<file path="config.mk">
export PLATFORM = sky130hd
export DESIGN_NAME = reveal_mem_arbiter
export DESIGN_NICKNAME = d
export VERILOG_FILES = /design/src/rtl/reveal_mem_arbiter.sv
export SDC_FILE = /design/constraint.sdc
export NUM_CORES = 1
export LEC_CHECK = 0
export ABC_AREA = 0
export BUFFER_PORTS_ARGS = -buffer_cell sky130_fd_sc_hd__buf_2
export CORE_AREA = 2 2 51 53
export DETAILED_ROUTE_END_ITERATION = 12
export DIE_AREA = 0 0 53 55
export PLACE_DENSITY = 0.81
export SLEW_MARGIN = 10
export SYNTH_ARGS = -nofsm -noshare
export SYNTH_HDL_FRONTEND = slang
export SYNTH_SLANG_ARGS = --single-unit
</file>
<file path="constraint.sdc">
create_clock -name clk -period 3 [get_ports clk]
set_input_delay 0.3 -clock clk [delete_from_list [all_inputs] [get_ports clk]]
set_output_delay 0.3 -clock clk [all_outputs]
set_load 0.05 [all_outputs]
</file>
<file path="src/rtl/reveal_mem_arbiter.sv">
// Reveal memory write-port arbiter: new-game clear sweep, first-click opener, flood-fill (A) and player click (B).
// Latency: one cycle from an accepted write to mem_addr/mem_in/mem_wren; a clear occupies 256 consecutive write cycles.
// Backpressure: A/B hold req until gnt (combinational); the opener cannot stall, so any opener write during a clear is dropped and flagged.
//
// Ports:
//   clk, rst                       clock, synchronous active-low reset
//   clear_req / clear_busy / clear_done   clear sweep control and progress
//   sw_wren, sw_addr, sw_in        opener write (no grant)
//   a_req, a_addr, a_in, a_gnt     flood-fill write request/grant
//   b_req, b_addr, b_in, b_gnt     player click write request/grant
//   drop_err                       sticky flag: opener write lost during clear
//   mem_addr, mem_in, mem_wren     registered reveal RAM write port
module reveal_mem_arbiter #(
    parameter int ADDR_W = 8
) (
    input  logic              clk,
    input  logic              rst,
    input  logic              clear_req,
    output logic              clear_busy,
    output logic              clear_done,
    input  logic              sw_wren,
    input  logic [ADDR_W-1:0] sw_addr,
    input  logic              sw_in,
    input  logic              a_req,
    input  logic [ADDR_W-1:0] a_addr,
    input  logic              a_in,
    output logic              a_gnt,
    input  logic              b_req,
    input  logic [ADDR_W-1:0] b_addr,
    input  logic              b_in,
    output logic              b_gnt,
    output logic              drop_err,
    output logic [ADDR_W-1:0] mem_addr,
    output logic              mem_in,
    output logic              mem_wren
);

    typedef enum logic {
        ST_IDLE  = 1'b0,
        ST_CLEAR = 1'b1
    } state_t;

    localparam logic [ADDR_W-1:0] CNT_LAST = '1;

    state_t            state_q, state_d;
    logic [ADDR_W-1:0] cnt_q, cnt_d;
    // 0: A wins the next A/B tie, 1: B wins it
    logic              rr_q, rr_d;
    logic [ADDR_W-1:0] mem_addr_q, mem_addr_d;
    logic              mem_in_q, mem_in_d;
    logic              mem_wren_q, mem_wren_d;
    logic              clear_busy_q, clear_busy_d;
    logic              clear_done_q, clear_done_d;
    logic              drop_err_q, drop_err_d;

    always_comb begin
        state_d      = state_q;
        cnt_d        = cnt_q;
        rr_d         = rr_q;
        mem_addr_d   = mem_addr_q;
        mem_in_d     = mem_in_q;
        mem_wren_d   = 1'b0;
        clear_done_d = 1'b0;
        drop_err_d   = drop_err_q;
        a_gnt        = 1'b0;
        b_gnt        = 1'b0;

        unique case (state_q)
            ST_IDLE: begin
                if (clear_req) begin
                    // The port is handed to the sweep immediately; nothing else
                    // is written this cycle, so a concurrent opener write is lost.
                    state_d = ST_CLEAR;
                    cnt_d   = '0;
                    if (sw_wren) begin
                        drop_err_d = 1'b1;
                    end
                end else if (sw_wren) begin
                    mem_wren_d = 1'b1;
                    mem_addr_d = sw_addr;
                    mem_in_d   = sw_in;
                end else if (a_req && (!b_req || !rr_q)) begin
                    a_gnt      = 1'b1;
                    mem_wren_d = 1'b1;
                    mem_addr_d = a_addr;
                    mem_in_d   = a_in;
                    rr_d       = 1'b1;
                end else if (b_req) begin
                    b_gnt      = 1'b1;
                    mem_wren_d = 1'b1;
                    mem_addr_d = b_addr;
                    mem_in_d   = b_in;
                    rr_d       = 1'b0;
                end
            end
            ST_CLEAR: begin
                mem_wren_d = 1'b1;
                mem_addr_d = cnt_q;
                mem_in_d   = 1'b0;
                // Wraps to zero on the final write, leaving the counter ready
                // for the next sweep.
                cnt_d      = cnt_q + 1'b1;
                if (sw_wren) begin
                    drop_err_d = 1'b1;
                end
                if (cnt_q == CNT_LAST) begin
                    state_d      = ST_IDLE;
                    clear_done_d = 1'b1;
                end
            end
            default: begin
                state_d = ST_IDLE;
            end
        endcase

        clear_busy_d = (state_d == ST_CLEAR);
    end

    always_ff @(posedge clk) begin
        if (!rst) begin
            state_q      <= ST_IDLE;
            cnt_q        <= '0;
            rr_q         <= 1'b0;
            mem_addr_q   <= '0;
            mem_in_q     <= 1'b0;
            mem_wren_q   <= 1'b0;
            clear_busy_q <= 1'b0;
            clear_done_q <= 1'b0;
            drop_err_q   <= 1'b0;
        end else begin
            state_q      <= state_d;
            cnt_q        <= cnt_d;
            rr_q         <= rr_d;
            mem_addr_q   <= mem_addr_d;
            mem_in_q     <= mem_in_d;
            mem_wren_q   <= mem_wren_d;
            clear_busy_q <= clear_busy_d;
            clear_done_q <= clear_done_d;
            drop_err_q   <= drop_err_d;
        end
    end

    assign mem_addr   = mem_addr_q;
    assign mem_in     = mem_in_q;
    assign mem_wren   = mem_wren_q;
    assign clear_busy = clear_busy_q;
    assign clear_done = clear_done_q;
    assign drop_err   = drop_err_q;

endmodule
</file>
==> run summary, run 1 <==
total core area = 0.00236 sq mm
# Post-CTS Setup Buffers = 0
gr usage total = 18.6%
CTS max path bufs = 2
Max Freq = 482 MHz
P_leak = 0.640 nW
Placed Instances = 195
worst-path maximum fanout = 29
Synth Flop Type = dfxtp_1
Via-to-Cell Ratio = 5.75
root buffer cell = clkbuf_4
syn_nets = 160
non-filler cells, final = 198
via count = 1139
r2r setup slk = 1.17 ns
Max-Cap Viols = 0
post-synthesis sequential area ratio = 38.8%
hold crit path type = in -> reg
Worst-path clk slew = 0.11 ns
H-tree Lvls = 1
library cells used by synthesis = 36
routability cong. = 0.860
RSZ-0062 raised after global routing = no
Synth top cells by count = dfxtp_1 (22), a21oi_1 (9), o211ai_1 (9)
Setup TNS = 0 ns
Synth Register Bits = 22
share of cells above drive strength 1 = 33.3%
Clock Skew = 0.00445 ns
critical path class = reg -> out
Die ar. = 0.00292 sq mm
Worst EP arrival = 1.77 ns
hold_buf cts = 0
CTS Buf Count = 3
Slew @ Worst Pin = 0.803 ns
Routed Antenna Nets = 0
WL per Instance = 13.2 microns
Pins Over Slew Limit = 0
initial antenna violation count = 0
fin crit share = 69.2%
setup slack after placement = 1.18 ns
Sink Count = 22
total power = 607 uW
total gr overflow = 0
Final #Nets = 204
Synth area leaders = dfxtp_1 (39%), mux2i_1 (7.0%), o211ai_1 (5.9%)
first-pass GRT wire length = 3970 microns
cell with the most instances after synthesis = dfxtp_1
crit start category = flip-flop
Syn Std Cell Area = 0.00114 sq mm
Iter 0 DRT Violations = 12
die width = 53 microns
Syn Area/Cell = 9.02 sq um
status = complete, no violations
Hold Vio Cnt, Final = 0
synth-to-layout area growth = 22.4%
Data required, critical path = 2.70 ns
final WL = 2620 microns
DRT Pass-1 Iters = 4
vias in the first global route = 928
YS warnings = 0
ys async rst share = 0%
DP HPWL = 2020 microns
WHS = 0.322 ns
FP Rows = 18
Syn Inst Count = 126
pwr dens = 437 mW/mm^2
Final WS setup = 0.925 ns
Antenna Cells = 0
Die Height = 55 microns
maximum vdd drop = 371 uV
EDFF count, synth = 0
top-level I/O count = 48
Slew HR = 46.4%
Clk Latency, worst-skew pair = 0.29 ns
Synth top area share = 38.8%
Critical Path End Type = primary output
Final setup viols = 0
post-synth top area cell = dfxtp_1
Initial Util = 48.0%
post-cts sizing count = 0
DRC = 0
min Tclk post-route = 2.07 ns
PortBufs = 47
CTS tree = yes
largest net degree at the start of global routing = 30
registers in the layout, summed over array words and instances, names as in the netlist:
name,flops
drop_err,1
mem_wren,1
mem_addr,8
clear_done,1
mem_in,1
cnt_q,8
clear_busy,1
rr_q,1
worst max-delay path: stages, from the launching register on:
cell and delay [ns]:
dfxtp_1 0.58, nor3_1 0.42, nand2_1 0.12, nor2_1 0.09
buf_2 0.26
per-layer routing:
layer / share of wire (%) / vias to the layer above / GRT usage [%]
met2: 50 / 38 / 32.3
met1: 43 / 532 / 23.4
li1: - / 565 / -
met5: 0 / - / 0
met3: 5.8 / 4 / 2.96
met4: 0.88 / 0 / 6.41
cells by family after synthesis:
family                   synth area share, %
flip-flops                              38.8
adder cells (fa/ha/maj)                 1.10
AO/OA/AOI/OAI                           29.3
multiplexers                            9.03
AND/OR/NAND/NOR                         17.2
buffers and inverters                   4.62
worst paths after layout:
check	from	to	depth (start not counted)
min reg2reg	drop_err$_SDFFE_PN0P_	drop_err$_SDFFE_PN0P_	2
min	sw_addr[0]	mem_addr[0]$_SDFFE_PN0P_	3
max reg2reg	clear_busy$_SDFF_PN0_	mem_addr[6]$_SDFFE_PN0P_	3
max	clear_busy$_SDFF_PN0_	b_gnt	4
power by group:
| group | switching, mW | total, mW | leakage, nW | internal (mW) |
|---|---|---|---|---|
| logic | 0.102 | 0.157 | 0.446 | 0.0556 |
| clock network | 0.0805 | 0.127 | 0.0138 | 0.0467 |
| registers | 0.0146 | 0.323 | 0.180 | 0.308 |
| total | 0.197 | 0.607 | 0.640 | 0.410 |
metrics by stage:
step / util, % / instance area (sq um)
floorplan: - / 1140
global placement: 57.8 / 1370
detailed placement: 57.8 / 1370
CTS: 58.8 / 1390
global route: 58.8 / 1390
finish: 58.8 / 1390
layout by cell type (no fill, tap or decap):
master / instances
a41oi_1: 1
o22ai_1: 1
nor3_1: 2
ha_1: 1
nand2b_1: 1
nor2_1: 8
o21ai_0: 4
o21bai_2: 1
nand3_1: 4
a22oi_1: 8
a211oi_1: 1
nor2b_1: 4
nand3b_1: 2
o221a_2: 1
inv_1: 2
clkbuf_4: 3
or2_2: 1
buf_2: 47
clkinv_1: 1
a21boi_2: 1
nor3b_1: 1
a311oi_1: 1
mux2i_1: 8
mux2_2: 2
nand4_1: 2
o2111ai_1: 1
or3_1: 3
dfxtp_1: 22
and4_1: 1
and2_1: 2
o211ai_1: 9
a21oi_1: 9
o211a_1: 6
a31oi_1: 1
nand2_1: 6
final cells by class:
class,instances,area [sq um]
multi-input combinational,93,643
fill,221,975
sequential,22,440
inverter,3,11.3
timing repair buffer,47,235
clock buffer,3,22.5
tap,30,37.5
Note: power is estimated with default switching activity, not from simulation.
==> run 2, diff against run 1 <==
Settings changed: ABC_AREA 0 to 1, CORE_AREA 2 2 51 53 to 2 2 58 60, DIE_AREA 0 0 53 55 to 0 0 60 62, PLACE_DENSITY 0.81 to 0.72.
Clock period 3 ns to 1.7 ns, I/O delays scaled along.
==> run 2 against run 1 <==
  * Non-clock buffer count increased by 3
  * Worst setup slack got worse by 0.84 ns
  * Cell area increased by 16%
  * Via count increased by 18%
  * Clock skew increased by 0.010 ns
  * Global-route usage increased by 0.44 points
  * Synthesized cell count increased by 52%
  * First-iteration DRC count increased to 6.0 times the previous value
  * Flip-flop and latch count unchanged
  * Largest cell class unchanged
  * Largest power group unchanged
  * Highest routed layer unchanged
==> run summary, run 2 <==
fin area = 0.00161 sq mm (was 0.00139 sq mm)
Worst EP arrival = 1.44 ns (was 1.77 ns)
Final #Nets = 275 (was 204)
Storage cell area = 442 sq um (was 440 sq um)
CTS tree = yes (unchanged)
WHS = 0.154 ns (was 0.322 ns)
slowest library cell on the worst path = dfxtp_2 (was dfxtp_1)
post-synth top area cell = dfxtp_1 (unchanged)
min Tclk post-route = 1.61 ns
total core area = 0.00318 sq mm (was 0.00236 sq mm)
filler instances = 332 (was 221)
Synth Flop Type = dfxtp_1 (unchanged)
Max-Cap Viols = 0 (unchanged)
Die ar. = 0.00372 sq mm (was 0.00292 sq mm)
via count = 1348 (was 1139)
total power = 1.31 mW (was 607 uW)
Pins Over Slew Limit = 0 (unchanged)
most frequent cells in the layout = buf_2 (45), nand2_1 (36), inv_1 (33) (was buf_2 (47), dfxtp_1 (22), a21oi_1 (9), o211ai_1 (9))
commonest non-fill, non-tap cell in the layout = buf_2 (unchanged)
Hold Vio Cnt, Final = 0 (unchanged)
DP HPWL = 2460 microns (was 2020 microns)
ys async rst share = 0% (unchanged)
met1 WL = 1510 microns (was 1130 microns)
Slew @ Worst Pin = 0.513 ns (was 0.803 ns)
synth-to-layout area growth = 26.3% (was 22.4%)
YS warnings = 0 (unchanged)
RSZ-0062 raised after global routing = no (unchanged)
first-pass GRT wire length = 5230 microns (was 3970 microns)
die width = 60 microns (was 53 microns)
Synth area leaders = dfxtp_1 (35%), nand2_1 (11%), inv_1 (9.7%) (was dfxtp_1 (39%), mux2i_1 (7.0%), o211ai_1 (5.9%))
Clk Latency, worst-skew pair = 0.32 ns (was 0.29 ns)
Worst-path clk slew = 0.14 ns (was 0.11 ns)
Data required, critical path = 1.53 ns (was 2.70 ns)
Clock Skew = 0.0149 ns (was 0.00445 ns)
status = complete, no violations (unchanged)
Syn Inst Count = 192 (was 126)
P_leak = 0.849 nW (was 0.640 nW)
multi-input logic area = 661 sq um (was 643 sq um)
Final WS setup = 0.0898 ns (was 0.925 ns)
routability cong. = 0.869 (was 0.860)
critical path class = reg -> out (unchanged)
worst r2r src = cnt_q[1]$_SDFFE_PN0P_ (was clear_busy$_SDFF_PN0_)
pwr dens = 811 mW/mm^2 (was 437 mW/mm^2)
crit-path cells = buf_4 -> nor2_8 -> inv_2 -> nor3_4 -> buf_6 (was nor3_1 -> nand2_1 -> nor2_1 -> buf_2)
top-level I/O count = 48 (unchanged)
Synth top area share = 34.5% (was 38.8%)
setup slack after placement = 0.330 ns (was 1.18 ns)
FP Rows = 21 (was 18)
Setup crit start = clear_busy$_SDFF_PN0_ (unchanged)
Die Height = 62 microns (was 55 microns)
Max Used Layer = met4 (unchanged)
crit start category = flip-flop (unchanged)
Syn Area/Cell = 6.64 sq um (was 9.02 sq um)
Synth top cells by count = nand2_1 (36), inv_1 (33), nor2_1 (23) (was dfxtp_1 (22), a21oi_1 (9), o211ai_1 (9))
Critical Path End Type = primary output (unchanged)
library cells used by synthesis = 22 (was 36)
Synth Register Bits = 22 (unchanged)
DRC = 0 (unchanged)
dpl cell area = 0.00153 sq mm (was 0.00137 sq mm)
share of cells above drive strength 1 = 27.9% (was 33.3%)
hold_sp = rst (was sw_addr[0])
Setup TNS = 0 ns (unchanged)
Sink Count = 22 (unchanged)
Syn Std Cell Area = 0.00127 sq mm (was 0.00114 sq mm)
CTS max path bufs = 2 (unchanged)
hold_buf cts = 0 (unchanged)
met3 WL post-DR = 203 microns (was 153 microns)
Via-to-Cell Ratio = 4.71 (was 5.75)
gr usage total = 19.0% (was 18.6%)
hold crit path type = in -> reg (unchanged)
Slew HR = 65.8% (was 46.4%)
root buffer cell = clkbuf_4 (unchanged)
Initial Util = 40.1% (was 48.0%)
Antenna Cells = 0 (unchanged)
CTS Buf Count = 3 (unchanged)
cell with the most instances after synthesis = nand2_1 (was dfxtp_1)
syn_nets = 226 (was 160)
vias in the first global route = 1127 (was 928)
Routed Antenna Nets = 0 (unchanged)
H-tree Lvls = 1 (unchanged)
final WL = 3260 microns (was 2620 microns)
Routed met2 length = 1520 microns (was 1310 microns)
WL per Instance = 11.4 microns (was 13.2 microns)
maximum vdd drop = 471 uV (was 371 uV)
DRT Pass-1 Iters = 5 (was 4)
EDFF count, synth = 0 (unchanged)
Max Freq = 621 MHz
largest net degree at the start of global routing = 18 (was 30)
Iter 0 DRT Violations = 72 (was 12)
total gr overflow = 0 (unchanged)
Final setup viols = 0 (unchanged)
initial antenna violation count = 0 (unchanged)
post-synthesis sequential area ratio = 34.5% (was 38.8%)
fin crit share = 94.7%
CP peak stage delay = 0.37 ns (was 0.58 ns)
worst-path maximum fanout = 10 (was 29)
PortBufs = 47 (unchanged)
run 2: changes by cell type after synthesis, sizes merged, moves of 4 or more:
cell | previous run | this run
nand2 | 6 | 41
o211a | 6 | 0
a21oi | 9 | 18
a22oi | 8 | 0
o211ai | 9 | 3
mux2i | 8 | 0
nor2b | 4 | 0
nor2 | 8 | 25
o21ai | 4 | 19
nand3 | 4 | 15
inv | 2 | 35
run 2: power by group:
group          switching [mW]  leakage [nW]  internal, mW
sequential             0.0162         0.181         0.544
combinational           0.231         0.640         0.104
clock                   0.172        0.0279         0.239
run 2: logic make-up after synthesis:
| family | count (synthesis) | synth area share (%) |
|---|---|---|
| adder cells (fa/ha/maj) | 1 | 0.981 |
| buffers and inverters | 41 | 14.0 |
| AND/OR/NAND/NOR | 88 | 33.9 |
| flip-flops | 22 | 34.5 |
| AO/OA/AOI/OAI | 40 | 16.6 |
run 2: stage by stage:
stage | util (%) | instances
after floorplan | - | 192
after global placement | 48.1 | 280
after detailed placement | 48.1 | 280
after CTS | 49.8 | 284
after global routing | 50.6 | 286
final | 50.6 | 286
run 2: routing by layer:
layer	vias to the layer above	global-route usage (%)
li1	709	-
met1	593	25.0
met2	44	31.7
met3	2	3.73
met4	0	5.71
met5	-	0
run 2: repair_timing:
| item | CTS | global route |
|---|---|---|
| endpoints found under the hold margin | 0 | 0 |
| gates resized for setup | 1 | 4 |
| pin swaps | 0 | 1 |
| setup buffers | 0 | 2 |
| cloned | 0 | 0 |
| setup endpoints to repair | 1 | 2 |
run 2: critical path: cells and delay by family (launching register included):
kind,cells,cell delay (ns)
buffers and inverters,3,0.44
flip-flops,1,0.37
AND/OR/NAND/NOR,2,0.32
run 2: cell type report:
| type | count | area share [%] |
|---|---|---|
| Tap cell | 46 | 3.57 |
| Inverter | 35 | 8.16 |
| Multi-Input combinational cell | 129 | 41.0 |
| Sequential cell | 22 | 27.4 |
| Clock inverter | 1 | 1.86 |
| Clock buffer | 3 | 1.40 |
| Timing Repair Buffer | 50 | 16.6 |
run 2: path summary, 6_finish.rpt:
check,slack [ns],end,depth (start not counted)
worst max-delay path,0.09,a_gnt,5
worst min-delay path,0.15,rr_q$_SDFFE_PN0P_,3
worst max register to register,0.38,clear_busy$_SDFF_PN0_,8
worst min register to register,0.48,mem_in$_SDFFE_PN0P_,2
